[config.mk]
export PLATFORM = sky130hd
export DESIGN_NAME = pipe_issue_ctrl
export DESIGN_NICKNAME = d
export VERILOG_FILES = /design/src/rtl/pipe_issue_pkg.sv /design/src/rtl/pipe_res_fifo.sv /design/src/rtl/pipe_issue_ctrl.sv
export SDC_FILE = /design/constraint.sdc
export NUM_CORES = 1
export LEC_CHECK = 0
export CAP_MARGIN = 20
export CORE_UTILIZATION = 55
export CTS_BUF_LIST = sky130_fd_sc_hd__clkbuf_4
export CTS_CLUSTER_DIAMETER = 120
export DETAILED_ROUTE_END_ITERATION = 12
export PLACE_DENSITY = 0.74
export SYNTH_ARGS = -nofsm -noshare
export SYNTH_HDL_FRONTEND = slang
export SYNTH_SLANG_ARGS = --single-unit
[constraint.sdc]
create_clock -name clk -period 4.3 [get_ports clk]
set_input_delay 0.645 -clock clk [delete_from_list [all_inputs] [get_ports clk]]
set_output_delay 0.645 -clock clk [all_outputs]
set_load 0.05 [all_outputs]
[src/rtl/pipe_issue_pkg.sv]
`default_nettype none
//------------------------------------------------------------------------------
// Module   : pipe_issue_pkg
// Brief    : Shared opcodes, shadow-model constants, FSM states and tag type
//            for the pipeline issue controller.
// Revision : 1.0 - initial release
//------------------------------------------------------------------------------
package pipe_issue_pkg;

   localparam logic [1:0] OP_ADD    = 2'b00;
   localparam logic [1:0] OP_SUB    = 2'b01;
   localparam logic [1:0] OP_LOAD   = 2'b10;
   localparam logic [1:0] OP_NOP    = 2'b11;
   localparam logic [7:0] NOP_INSTR = 8'hC0;

   localparam logic [7:0] REGA_INIT = 8'd10;
   localparam logic [7:0] REGB_INIT = 8'd5;

   typedef enum logic [1:0] {
      IDLE  = 2'd0,
      ISSUE = 2'd1,
      DRAIN = 2'd2
   } state_t;

   typedef struct packed {
      logic       valid;
      logic [1:0] op;
   } tag_t;

endpackage
`default_nettype wire

[src/rtl/pipe_res_fifo.sv]
`default_nettype none
//------------------------------------------------------------------------------
// Module   : pipe_res_fifo
// Brief    : Synchronous FIFO with head-of-queue output and occupancy count.
// Revision : 1.0 - initial release
//------------------------------------------------------------------------------
module pipe_res_fifo #(
   parameter int WIDTH = 10,
   parameter int DEPTH = 4
) (
   input  logic                     clk,
   input  logic                     reset,
   input  logic                     push,
   input  logic [WIDTH-1:0]         push_data,
   input  logic                     pop,
   output logic [WIDTH-1:0]         head,
   output logic                     not_empty,
   output logic [$clog2(DEPTH):0]   count
);

   localparam int c_aw = $clog2(DEPTH);
   localparam logic [c_aw:0]   c_full    = (c_aw+1)'(DEPTH);
   localparam logic [c_aw-1:0] c_ptr_one = c_aw'(1);

   logic [WIDTH-1:0] r_mem [DEPTH];
   logic [c_aw-1:0]  r_wr_ptr;
   logic [c_aw-1:0]  r_rd_ptr;
   logic [c_aw:0]    r_count;
   logic             w_do_push;
   logic             w_do_pop;

   // A pop frees the slot the same cycle, so push into a full FIFO is legal with pop
   assign w_do_pop  = pop && (r_count != '0);
   assign w_do_push = push && ((r_count != c_full) || w_do_pop);

   always_ff @(posedge clk or negedge reset) begin
      if (!reset) begin
         for (int k = 0; k < DEPTH; k++) r_mem[k] <= '0;
         r_wr_ptr <= '0;
         r_rd_ptr <= '0;
         r_count  <= '0;
      end else begin
         if (w_do_push) begin
            r_mem[r_wr_ptr] <= push_data;
            r_wr_ptr        <= r_wr_ptr + c_ptr_one;
         end
         if (w_do_pop) r_rd_ptr <= r_rd_ptr + c_ptr_one;
         r_count <= r_count + (c_aw+1)'(w_do_push) - (c_aw+1)'(w_do_pop);
      end
   end

   assign head      = r_mem[r_rd_ptr];
   assign not_empty = (r_count != '0);
   assign count     = r_count;

endmodule
`default_nettype wire

[src/rtl/pipe_issue_ctrl.sv]
`default_nettype none
//------------------------------------------------------------------------------
// Module   : pipe_issue_ctrl
// Brief    : Program RAM driven instruction issuer with credit flow control and
//            result capture FIFO. Define ISSUE_SCORE_EN for the shadow checker.
// Revision : 1.0 - initial release
//------------------------------------------------------------------------------
module pipe_issue_ctrl
   import pipe_issue_pkg::*;
#(
   parameter int PROG_DEPTH = 16,
   parameter int PIPE_LAT   = 4,
   parameter int DATA_LAT   = 2,
   parameter int RES_DEPTH  = 4
) (
   input  logic                          clk,
   input  logic                          reset,
   input  logic                          prog_we,
   input  logic [$clog2(PROG_DEPTH)-1:0] prog_addr,
   input  logic [15:0]                   prog_wdata,
   input  logic [$clog2(PROG_DEPTH):0]   prog_len,
   input  logic                          start,
   output logic                          busy,
   output logic                          done,
   output logic [7:0]                    instr_o,
   output logic [7:0]                    data_o,
   input  logic [7:0]                    pipe_result,
   output logic                          res_valid,
   input  logic                          res_ready,
   output logic [7:0]                    res_data,
   output logic [1:0]                    res_op,
   output logic [7:0]                    err_count
);

   localparam int c_aw = $clog2(PROG_DEPTH);
   localparam int c_cw = $clog2(RES_DEPTH) + 1;
   localparam logic [c_cw:0]   c_res_depth = (c_cw+1)'(RES_DEPTH);
   localparam logic [c_aw:0]   c_pc_one    = (c_aw+1)'(1);
   localparam logic [c_cw-1:0] c_cnt_one   = c_cw'(1);

   state_t          r_state;
   state_t          w_state_nxt;
   logic [15:0]     r_prog [PROG_DEPTH];
   logic [c_aw:0]   r_pc;
   logic [c_aw:0]   r_len;
   logic [c_cw-1:0] r_inflight;
   logic            r_zero_done;
   logic [7:0]      r_instr;
   logic [7:0]      r_data;
   tag_t            r_tag [PIPE_LAT+1];
   logic            r_dly_ld  [DATA_LAT];
   logic [7:0]      r_dly_val [DATA_LAT];

   logic [c_cw-1:0] w_fifo_count;
   logic [c_cw:0]   w_used;
   logic [15:0]     w_word;
   logic [9:0]      w_head;
   tag_t            w_tag_in;
   logic            w_accept;
   logic            w_credit_ok;
   logic            w_issue;
   logic            w_last;
   logic            w_capture;
   logic            w_pop;
   logic            w_drain_done;

   assign w_accept     = (r_state == IDLE) && start;
   assign w_used       = {1'b0, w_fifo_count} + {1'b0, r_inflight};
   assign w_credit_ok  = (w_used < c_res_depth);
   assign w_issue      = (r_state == ISSUE) && w_credit_ok;
   assign w_last       = (r_pc == (r_len - c_pc_one));
   assign w_word       = r_prog[r_pc[c_aw-1:0]];
   assign w_capture    = r_tag[PIPE_LAT].valid;
   assign w_pop        = res_valid && res_ready;
   // Last result is the one whose capture takes in-flight from 1 to 0
   assign w_drain_done = (r_state == DRAIN) &&
                         ((r_inflight == '0) || (w_capture && (r_inflight == c_cnt_one)));

   always_comb begin
      w_tag_in       = '0;
      w_tag_in.valid = w_issue && (w_word[7:6] != OP_NOP);
      w_tag_in.op    = w_issue ? w_word[7:6] : OP_NOP;
   end

   always_comb begin
      w_state_nxt = r_state;
      case (r_state)
         IDLE:    if (start && (prog_len != '0)) w_state_nxt = ISSUE;
         ISSUE:   if (w_issue && w_last)         w_state_nxt = DRAIN;
         DRAIN:   if (w_drain_done)              w_state_nxt = IDLE;
         default: w_state_nxt = IDLE;
      endcase
   end

   always_ff @(posedge clk) begin
      if (prog_we && (r_state == IDLE)) r_prog[prog_addr] <= prog_wdata;
   end

   always_ff @(posedge clk or negedge reset) begin
      if (!reset) begin
         r_state     <= IDLE;
         r_pc        <= '0;
         r_len       <= '0;
         r_inflight  <= '0;
         r_zero_done <= 1'b0;
         r_instr     <= NOP_INSTR;
         r_data      <= '0;
         for (int k = 0; k <= PIPE_LAT; k++) r_tag[k] <= '0;
         for (int k = 0; k < DATA_LAT; k++) begin
            r_dly_ld[k]  <= 1'b0;
            r_dly_val[k] <= '0;
         end
      end else begin
         r_state     <= w_state_nxt;
         r_zero_done <= w_accept && (prog_len == '0);
         if (w_accept) begin
            r_pc  <= '0;
            r_len <= prog_len;
         end else if (w_issue) begin
            r_pc <= r_pc + c_pc_one;
         end
         r_inflight <= r_inflight + c_cw'(w_tag_in.valid) - c_cw'(w_capture);
         r_instr    <= w_issue ? w_word[7:0] : NOP_INSTR;

         // Stage 0 lines up with the cycle the instruction is on instr_o
         r_tag[0] <= w_tag_in;
         for (int k = 1; k <= PIPE_LAT; k++) r_tag[k] <= r_tag[k-1];

         r_dly_ld[0]  <= w_tag_in.valid && (w_tag_in.op == OP_LOAD);
         r_dly_val[0] <= w_word[15:8];
         for (int k = 1; k < DATA_LAT; k++) begin
            r_dly_ld[k]  <= r_dly_ld[k-1];
            r_dly_val[k] <= r_dly_val[k-1];
         end
         if (r_dly_ld[DATA_LAT-1]) r_data <= r_dly_val[DATA_LAT-1];
      end
   end

   pipe_res_fifo #(
      .WIDTH (10),
      .DEPTH (RES_DEPTH)
   ) u_res_fifo (
      .clk       (clk),
      .reset     (reset),
      .push      (w_capture),
      .push_data ({r_tag[PIPE_LAT].op, pipe_result}),
      .pop       (w_pop),
      .head      (w_head),
      .not_empty (res_valid),
      .count     (w_fifo_count)
   );

`ifdef ISSUE_SCORE_EN
   logic [7:0] r_opnd [PIPE_LAT+1];
   logic [7:0] r_err;
   logic [7:0] w_expect;

   always_comb begin
      w_expect = r_opnd[PIPE_LAT];
      case (r_tag[PIPE_LAT].op)
         OP_ADD:  w_expect = REGA_INIT + REGB_INIT;
         OP_SUB:  w_expect = REGA_INIT - REGB_INIT;
         default: w_expect = r_opnd[PIPE_LAT];
      endcase
   end

   always_ff @(posedge clk or negedge reset) begin
      if (!reset) begin
         for (int k = 0; k <= PIPE_LAT; k++) r_opnd[k] <= '0;
         r_err <= '0;
      end else begin
         r_opnd[0] <= w_word[15:8];
         for (int k = 1; k <= PIPE_LAT; k++) r_opnd[k] <= r_opnd[k-1];
         if (w_accept) begin
            r_err <= '0;
         end else if (w_capture && (pipe_result != w_expect) && (r_err != 8'hFF)) begin
            r_err <= r_err + 8'd1;
         end
      end
   end

   assign err_count = r_err;
`else
   assign err_count = 8'h00;
`endif

   assign busy     = (r_state != IDLE);
   assign done     = r_zero_done || w_drain_done;
   assign instr_o  = r_instr;
   assign data_o   = r_data;
   assign res_data = w_head[7:0];
   assign res_op   = w_head[9:8];

endmodule
`default_nettype wire

==> results of run 1 <==
sequential cells by signal (all words and copies together) (netlist names):
signal,cells
u_res_fifo.r_rd_ptr,2
r_pc,5
r_dly_ld,2
r_prog,256
u_res_fifo.r_mem,40
r_zero_done,1
w_capture,1
instr_o,8
u_res_fifo.r_wr_ptr,2
r_tag,14
r_len,5
u_res_fifo.count,3
data_o,8
r_dly_val,16
r_inflight,3
r_state,2
final cells by class:
cell class	count	area, µm²	area share
Tap cell	330	412.9	0.02498
Clock buffer	131	983.4	0.05949
Timing Repair Buffer	96	898.4	0.05434
Antenna cell	1	2.502	0.0001514
Sequential cell	368	10500	0.6351
Inverter	16	60.06	0.003633
Multi-Input combinational cell	316	3495	0.2114
Clock inverter	28	181.4	0.01097
Yosys cell counts (all sizes together) (5+ instances only):
master	n	area share
mux4	74	0.12
dfrtp	110	0.19
a22oi	6	0.0032
mux2	48	0.038
clkbuf	17	0.0045
nand3	7	0.0025
nor2	20	0.0053
o21ai	5	0.0018
a211oi	9	0.0048
mux2i	8	0.0056
nor2b	11	0.0049
xnor2	11	0.0068
nor3	7	0.0025
nand3b	6	0.0032
edfxtp	256	0.54
inv	16	0.0042
a31oi	6	0.0026
nand2	30	0.0079
a21oi	12	0.0042
ha	12	0.011
buf	21	0.0086
report_power, final:
part	switching [mW]	internal (mW)	leakage [nW]
combinational	1.76	1.55	1.59
sequential	0.402	4.30	3.62
clock	1.33	1.53	0.682
total	3.49	7.37	5.89
logic make-up after synthesis:
group,count (synthesis),share of synthesized area
XOR/XNOR,14,0.008643
adder cells (fa/ha/maj),14,0.01340
AO/OA/AOI/OAI,46,0.02143
buffers and inverters,54,0.01737
other,1,0.0002643
AND/OR/NAND/NOR,104,0.03810
multiplexers,130,0.1612
flip-flops,368,0.7396
layer usage:
metal,vias up,wire (µm)
li1,3244,-
met1,3824,11280
met2,338,14420
met3,68,2067
met4,0,1029
met5,-,0
worst paths after layout:
kind                                         to  slack (ns)  depth (start not counted)
setup reg to reg                  r_inflight[2]        0.69                         12
hold / removal                     r_dly_val[4]        0.34                          0
max in group asynchronous  u_res_fifo.r_mem[19]        2.84                          3
min in group asynchronous         r_dly_val[10]        0.51                          2
hold reg to reg                    r_dly_val[4]        0.34                          0
setup / recovery                  r_inflight[2]        0.69                         12
critical path, cell delays in order, from the launching register on:
cell and delay [ns]:
dfrtp_1 0.42, ha_1 0.30, or4b_4 0.50, nor3_1 0.49
nand4_1 0.33, and2_1 0.26, ha_1 0.28, inv_1 0.06
ha_1 0.14, inv_1 0.05, fa_1 0.39, xnor2_1 0.18
xnor2_1 0.14
per-stage QoR:
stage	worst slack (ns)	utilization
after global placement	0.8176	0.6080
after CTS	0.7059	0.6545
final	0.6919	0.6546
after global routing	0.4878	0.6546
after floorplan	1.128	-
after detailed placement	0.7045	0.6080
==> flow_summary_export.csv, run 1 <==
group,metric,value,unit
logic_synthesis,synth_warnings,0,
route,route.detailed.drc,0,
route,antenna_left,0,
die,rows,58,
logic_synthesis,ys_types,45,
worst_hold_path,hp-start,"r_dly_val[12]",
route,post_drt_wl_per_cell,22.39,µm
route,firstDrtPassIters,5,
die,die-area,0.02644,mm²
critical_path,worst_setup_path_start_kind,"flip-flop",
timing,slew_viol_final,0,
grt,antenna_found_initial,1,
power,finalPower,10.86,mW
critical_path,crit_fanout,5,
logic_synthesis,ys_seq_area_frac,0.7396,
timing,finalSetupTns,0,ns
route,via_count,7474,
layout,layout_common_cells,"edfxtp_1, clkbuf_4, dfrtp_1",
power,ir_drop,0.0005177,V
grt,grt_max_degree,45,
critical_path,arrival,4.21,ns
logic_synthesis,syn-cell-area,0.01419,mm²
grt,grtUsageMet1,0.2901,
timing,rsz0062_at_grt,"no",
cts,cts_tree,"yes",
worst_hold_path,hold_class,"reg2reg",
logic_synthesis,yosys_most_used_dff,"edfxtp_1",
grt,grt_use_total,0.2321,
grt,grt_overflow_total,0,
cts,htreeDepth,3,
die,io_pins,75,
die,initial_core_util,0.5618,
logic_synthesis,netlist_instances,731,
grt,use_met3,0.05628,
placed_design,numPortBuffers,66,
timing,tightestPinTransition,0.7883,ns
timing,fin_crit,3.608,ns
timing,max_freq,277.2,MHz
logic_synthesis,synth_enable_flop_cells,256,
timing,fin_skew,0.04769,ns
layout,drive_gt1_frac,0.3194,
timing,setup_viol,0,
layout,layout_commonest_cell,"edfxtp_1",
timing,relSlewSlack,0.4744,
timing,fin_hold_ws,0.3424,ns
grt,busiest_layer,"met2",
route,routed_wl,28790,µm
job,cap_violations,0,
placed_design,dp_hpwl,16990,µm
layout,nNetsFinal,940,
layout,fillCellCount,1749,
outcome,outcome,"complete, no violations",
cts,cts.clk_slew.worst_paths,0.07,ns
critical_path,r2r_start,"r_inflight[2]",
timing,hold_viol_final,0,
die,fp.dieW,162.6,µm
cts,cts_setup_buffers,0,
route,drt_iter0_markers,693,
cts,cts_buffer_depth,3,
critical_path,end_kind,"flip-flop",
cts,hold_buffers,1,
cts,cts_root_buffer,"clkbuf_4",
layout,stdcell_count,1286,
layout,area_delta_synth_final,16.53,%
power,p_leak,5.892,nW
power,power_density,656.9,mW/mm²
logic_synthesis,avgSynthCellArea,19.41,µm²
route,avgViaCountPerCell,5.812,
die,die_y,162.6,µm
critical_path,worstPathRequired,4.91,ns
logic_synthesis,synth-seq-cells,368,
placed_design,gp_congestion,0.7689,
die,core,0.02525,mm²
logic_synthesis,ys_async_sr_fraction,0.3043,
grt,grt_util_met2,0.3801,
grt,grt_pass1_vias,8053,
layout,finalInstanceArea,0.01653,mm²
cts,cts_resized,0,
timing,fin_crit_sh,0.8391,
grt,grt_pass1_wl,44700,µm
placed_design,dpl_cell_area,0.01535,mm²
critical_path,crit_type,"reg2reg",
placed_design,dp_cells,1125,
cts,cts_buffers,90,
cts,clkSinkCount,368,
critical_path,startpoint,"r_inflight[2]",
cts,clock_latency,0.71,ns
Note: power is estimated with default switching activity, not from simulation.
==> inputs of run 2 (changes only) <==
--- a/config.mk
+++ b/config.mk
@@ -10,7 +10,7 @@
 export CTS_BUF_LIST = sky130_fd_sc_hd__clkbuf_4
 export CTS_CLUSTER_DIAMETER = 120
 export DETAILED_ROUTE_END_ITERATION = 12
-export PLACE_DENSITY = 0.74
+export PLACE_DENSITY = 0.77
 export SYNTH_ARGS = -nofsm -noshare
 export SYNTH_HDL_FRONTEND = slang
 export SYNTH_SLANG_ARGS = --single-unit
==> constraint.sdc (replaced) <==
create_clock -name clk -period 2.9 [get_ports clk]
set_input_delay 0.435 -clock clk [delete_from_list [all_inputs] [get_ports clk]]
set_output_delay 0.435 -clock clk [all_outputs]
set_load 0.05 [all_outputs]
==> flow_summary_export.csv, run 2 (same netlist as run 1, synthesis figures left out) <==
group,metric,value,unit
outcome,outcome,"complete, no violations",
power,p_leak,5.950,nW
timing,tightestPinTransition,0.6805,ns
placed_design,numPortBuffers,66,
cts,cts.clk_slew.worst_paths,0.07,ns
timing,rsz0062_at_grt,"yes",
timing,fin_skew,0.02310,ns
route,drt_iter0_markers,633,
cts,clkSinkCount,368,
cts,cts_buffer_depth,3,
cts,cts_tree,"yes",
grt,antenna_found_initial,1,
layout,largest_register_ffs,256,
timing,relSlewSlack,0.5464,
layout,finalInstanceArea,0.01665,mm²
layout,stdcell_count,1292,
critical_path,arrival,3.45,ns
layout,layout_commonest_cell,"edfxtp_1",
critical_path,worstPathRequired,3.47,ns
grt,grt_pass1_wl,42320,µm
critical_path,worst_setup_path_start_kind,"flip-flop",
timing,setup_viol,0,
timing,fin_crit,2.874,ns
grt,grt_overflow_total,0,
route,route.detailed.drc,0,
grt,grt_max_degree,83,
critical_path,end_kind,"flip-flop",
route,antenna_left,0,
critical_path,crit_fanout,3,
layout,drive_gt1_frac,0.3226,
die,die-area,0.02644,mm²
cts,cts_root_buffer,"clkbuf_4",
die,core,0.02525,mm²
timing,max_freq,348.0,MHz
layout,top_regs,"r_prog (256), u_res_fifo.r_mem (40), r_dly_val (16)",
cts,cts_buffers,89,
die,initial_core_util,0.5618,
route,via_count,7322,
critical_path,crit_type,"reg2reg",
power,ir_drop,0.0008061,V
die,rows,58,
timing,fin_crit_sh,0.9909,
grt,grt_pass1_vias,8003,
layout,fillCellCount,1728,
route,firstDrtPassIters,4,
layout,layout_common_cells,"edfxtp_1, clkbuf_4, dfrtp_1",
timing,slew_viol_final,0,
placed_design,gp_congestion,0.7384,
grt,grt_use_total,0.2168,
job,cap_violations,0,
die,fp.dieW,162.6,µm
timing,hold_viol_final,0,
layout,nNetsFinal,946,
placed_design,dp_hpwl,16420,µm
cts,clock_latency,0.68,ns
die,die_y,162.6,µm
layout,area_delta_synth_final,17.34,%
placed_design,dp_cells,1131,
route,routed_wl,26930,µm
die,io_pins,75,
worst_hold_path,hold_class,"in2async",
cts,htreeDepth,3,
placed_design,dpl_cell_area,0.01551,mm²
layout,regMostFlops,"r_prog",
route,avgViaCountPerCell,5.667,
route,post_drt_wl_per_cell,20.84,µm
power,power_density,960.4,mW/mm²
run 2: layer usage:
metal / GRT usage / part of all wire / vias up / wire [µm]
met4: 0.08751 / 0.022 / 0 / 604
met1: 0.2664 / 0.40 / 3737 / 10640
met3: 0.05246 / 0.059 / 56 / 1600
met2: 0.3714 / 0.52 / 286 / 14080
li1: - / - / 3243 / -
met5: 0 / 0 / - / 0
run 2: final timing paths:
check,from,end,slack [ns],cells after the start
hold reg to reg,r_dly_val[12],r_dly_val[4],0.34,0
max in group asynchronous,reset,instr_o[6],1.88,3
min in group clk,r_dly_val[12],r_dly_val[4],0.34,0
setup / recovery,u_res_fifo.count[2],r_inflight[2],0.03,12
hold / removal,reset,u_res_fifo.r_mem[35],0.22,2
setup reg to reg,u_res_fifo.count[2],r_inflight[2],0.03,12
run 2: cell type report:
type / count / area (µm²) / area share
Tap cell: 330 / 412.9 / 0.02480
Multi-Input combinational cell: 316 / 3508 / 0.2107
Antenna cell: 1 / 2.502 / 0.0001503
Clock buffer: 128 / 960.9 / 0.05772
Sequential cell: 368 / 10500 / 0.6307
Timing Repair Buffer: 103 / 1032 / 0.06201
Clock inverter: 30 / 171.4 / 0.01030
Inverter: 16 / 60.06 / 0.003608
run 2: repair_timing:
item,CTS,global route
gates resized for setup,13,2
endpoints found under the hold margin,30,0
hold buffers,1,0
endpoints found under the setup margin,13,2
setup buffers,0,1
run 2: per-stage QoR:
stage	hold WS, ns	setup WS [ns]	utilization	setup TNS (ns)	power [mW]
floorplan	0.1394	-0.05261	-	-0.05261	10.63
global placement	0.3317	0.01319	0.6142	0	11.92
detailed placement	0.3347	-0.02897	0.6142	-0.02897	12.13
CTS	0.1542	0.008669	0.6589	0	16.19
global route	0.1759	-0.1712	0.6592	-0.2496	16.90
finish	0.2187	0.02625	0.6592	0	15.99
run 2: report_power, final:
group,leakage (nW),internal (mW),switching [mW],total (mW)
Sequential,3.62,6.37,0.445,6.82
Combinational,1.66,2.34,2.73,5.06
Clock,0.670,2.21,1.90,4.11
Total,5.95,10.9,5.07,16.0
run 2: critical path: stages (launching register included):
cell     delay, ns
dfrtp_1       0.40
ha_1          0.29
or4b_4        0.51
nor3_4        0.15
nand4_1       0.13
and2_1        0.18
ha_1          0.28
inv_1         0.06
ha_1          0.12
inv_1         0.05
fa_2          0.33
xnor2_1       0.14
xnor2_1       0.12
==> inputs of run 3 (changes only) <==
--- a/config.mk
+++ b/config.mk
@@ -6,11 +6,12 @@
 export NUM_CORES = 1
 export LEC_CHECK = 0
 export CAP_MARGIN = 20
-export CORE_UTILIZATION = 55
+export CORE_UTILIZATION = 56
 export CTS_BUF_LIST = sky130_fd_sc_hd__clkbuf_4
 export CTS_CLUSTER_DIAMETER = 120
+export CTS_CLUSTER_SIZE = 14
 export DETAILED_ROUTE_END_ITERATION = 12
-export PLACE_DENSITY = 0.77
+export PLACE_DENSITY = 0.78
 export SYNTH_ARGS = -nofsm -noshare
 export SYNTH_HDL_FRONTEND = slang
 export SYNTH_SLANG_ARGS = --single-unit
==> flow_summary_export.csv, run 3 (same netlist as run 1, synthesis figures left out) <==
group,metric,value,unit
critical_path,worst_setup_path_start_kind,"flip-flop",
timing,rsz0062_at_grt,"yes",
critical_path,max_stage_delay,0.51,ns
cts,cts_root_buffer,"clkbuf_4",
route,post_drt_wl_per_cell,22.05,µm
layout,diodes,0,
outcome,outcome,"complete, no violations",
placed_design,dp_hpwl,17780,µm
placed_design,gp_congestion,0.8022,
grt,antenna_found_initial,0,
placed_design,numPortBuffers,66,
critical_path,regToRegSetupSlack,0.002,ns
route,drt_iter0_markers,632,
route,via_count,7117,
timing,fin_hold_ws,0.2866,ns
cts,cts.clk_slew.worst_paths,0.16,ns
cts,clkSinkCount,368,
critical_path,critPathSlowestCell,"or4b_4",
layout,top_regs,"r_prog (256), u_res_fifo.r_mem (40), r_dly_val (16)",
layout,layout_common_cells,"edfxtp_1, dfrtp_1, mux4_2",
power,ir_drop,0.0006220,V
die,io_pins,75,
critical_path,critical_path.top_delay_family,"adder cells",
layout,fillCellCount,1657,
power,power_density,890.1,mW/mm²
layout,area_delta_synth_final,12.54,%
grt,grt_pass1_vias,7317,
grt,grt_overflow_total,0,
layout,layout_commonest_cell,"edfxtp_1",
die,fp.dieW,161.2,µm
timing,setup_viol,0,
cts,cts_buffers,30,
timing,tightestPinTransition,0.7642,ns
layout,largest_register_ffs,256,
critical_path,worstPathCellList,"ha_1 > or4b_4 > nor3_4 > nand4_1 > and2_1 > ha_1 > inv_1 > ha_1 > inv_1 > fa_2 > xnor2_2 > xnor2_1",
critical_path,crit_fanout,3,
job,cap_violations,0,
critical_path,cp_common_cell,"ha_1",
die,rows,57,
critical_path,crit_type,"reg2reg",
layout,drive_gt1_frac,0.2926,
placed_design,dpl_worst_slack,-0.03435,ns
layout,regMostFlops,"r_prog",
cts,clock_latency,0.77,ns
timing,slew_viol_final,0,
grt,grt_use_total,0.2114,
critical_path,arrival,3.51,ns
worst_hold_path,hold_class,"in2async",
cts,cts_tree,"yes",
critical_path,r2r_start,"r_inflight[2]",
die,initial_core_util,0.5766,
die,die_y,161.2,µm
critical_path,worstPathRequired,3.51,ns
timing,fin_crit_sh,0.9993,
critical_path,ff2ff_path_depth,12,
route,avgViaCountPerCell,5.936,
cts,cts_buffer_depth,3,
timing,finalWorstSetupSlack,0.002101,ns
cts,htreeDepth,1,
route,antenna_left,0,
critical_path,end_kind,"flip-flop",
critical_path,critPathBufInv,2,
power,p_leak,5.605,nW
die,die-area,0.02598,mm²
route,routed_wl,26440,µm
timing,max_freq,345.1,MHz
route,firstDrtPassIters,5,
grt,grt_pass1_wl,41730,µm
layout,nNetsFinal,905,
route,route.detailed.drc,0,
timing,fin_crit,2.898,ns
timing,relSlewSlack,0.4905,
die,core,0.02460,mm²
critical_path,r2r-end,"r_inflight[2]",
timing,fin_skew,0.08920,ns
critical_path,startpoint,"r_inflight[2]",
grt,grt_max_degree,60,
timing,hold_viol_final,0,
==> run 3: cell types whose count changed in the layout (fill, tap and decap cells not counted), sizes merged, moves of 2 or more <==
cell	before	now
clkbuf	129	59
clkinv	25	1
buf	37	55
dlygate4sd2	11	4
bufinv	2	0
==> run 3: repair_timing <==
action | 4_1_cts | 5_1_grt
endpoints found under the setup margin | 13 | 11
hold buffers | 1 | 0
gates resized for setup | 16 | 16
hold endpoints to repair | 55 | 0
setup buffers | 0 | 0
pin swaps | 2 | 1
==> run 3: worst max-delay path by stage <==
| stage | end | slack (ns) | cells after the start |
|---|---|---|---|
| finish | r_inflight[2] | 0.002 | 12 |
| global placement | r_inflight[2] | 0.02 | 12 |
| CTS | r_inflight[2] | -0.06 | 12 |
| floorplan | r_inflight[2] | -0.05 | 12 |
| detailed placement | r_inflight[2] | -0.03 | 12 |
| global route | r_inflight[2] | -0.10 | 12 |
==> run 3: where the power goes <==
group / total, mW / leakage, nW / internal [mW] / switching, mW
Clock: 2.32 / 0.249 / 0.812 / 1.51
Sequential: 6.82 / 3.62 / 6.36 / 0.455
Combinational: 5.07 / 1.74 / 2.34 / 2.74
==> run 3: layout make-up <==
type                            instances  area, µm²  area share
Multi-Input combinational cell        316       3516      0.2202
Clock inverter                          2      20.02    0.001254
Timing Repair Buffer                  121       1074     0.06724
Sequential cell                       368      10500      0.6577
Clock buffer                           52      390.4     0.02445
Tap cell                              324      405.4     0.02539
Inverter                               16      60.06    0.003761
==> run 3: routing by layer <==
metal  vias up  GRT usage  routed length [µm]
met1      3700     0.3003               10760
met2       270     0.3527               13300
li1       3101          -                   -
met4         0    0.05189                 630
met5         -          0                   0
met3        46    0.02799                1746
==> run 3: worst reg2reg max path, cell delays in order (launching register included) <==
cell     delay (ns)
dfrtp_1        0.42
ha_1           0.29
or4b_4         0.51
nor3_4         0.16
nand4_1        0.12
and2_1         0.18
ha_1           0.28
inv_1          0.05
ha_1           0.13
inv_1          0.05
fa_2           0.35
xnor2_2        0.15
xnor2_1        0.13
==> run 3: per-stage QoR <==
stage | instance area (µm²) | std cells | util | power (mW) | TNS (ns)
floorplan | 14230 | 738 | - | 10.63 | -0.05261
global placement | 15570 | 1144 | 0.6329 | 11.96 | 0
detailed placement | 15570 | 1144 | 0.6329 | 12.14 | -0.03435
CTS | 15990 | 1199 | 0.6498 | 14.38 | -0.05806
global route | 15970 | 1199 | 0.6489 | 15.00 | -0.1380
finish | 15970 | 1199 | 0.6489 | 14.21 | 0
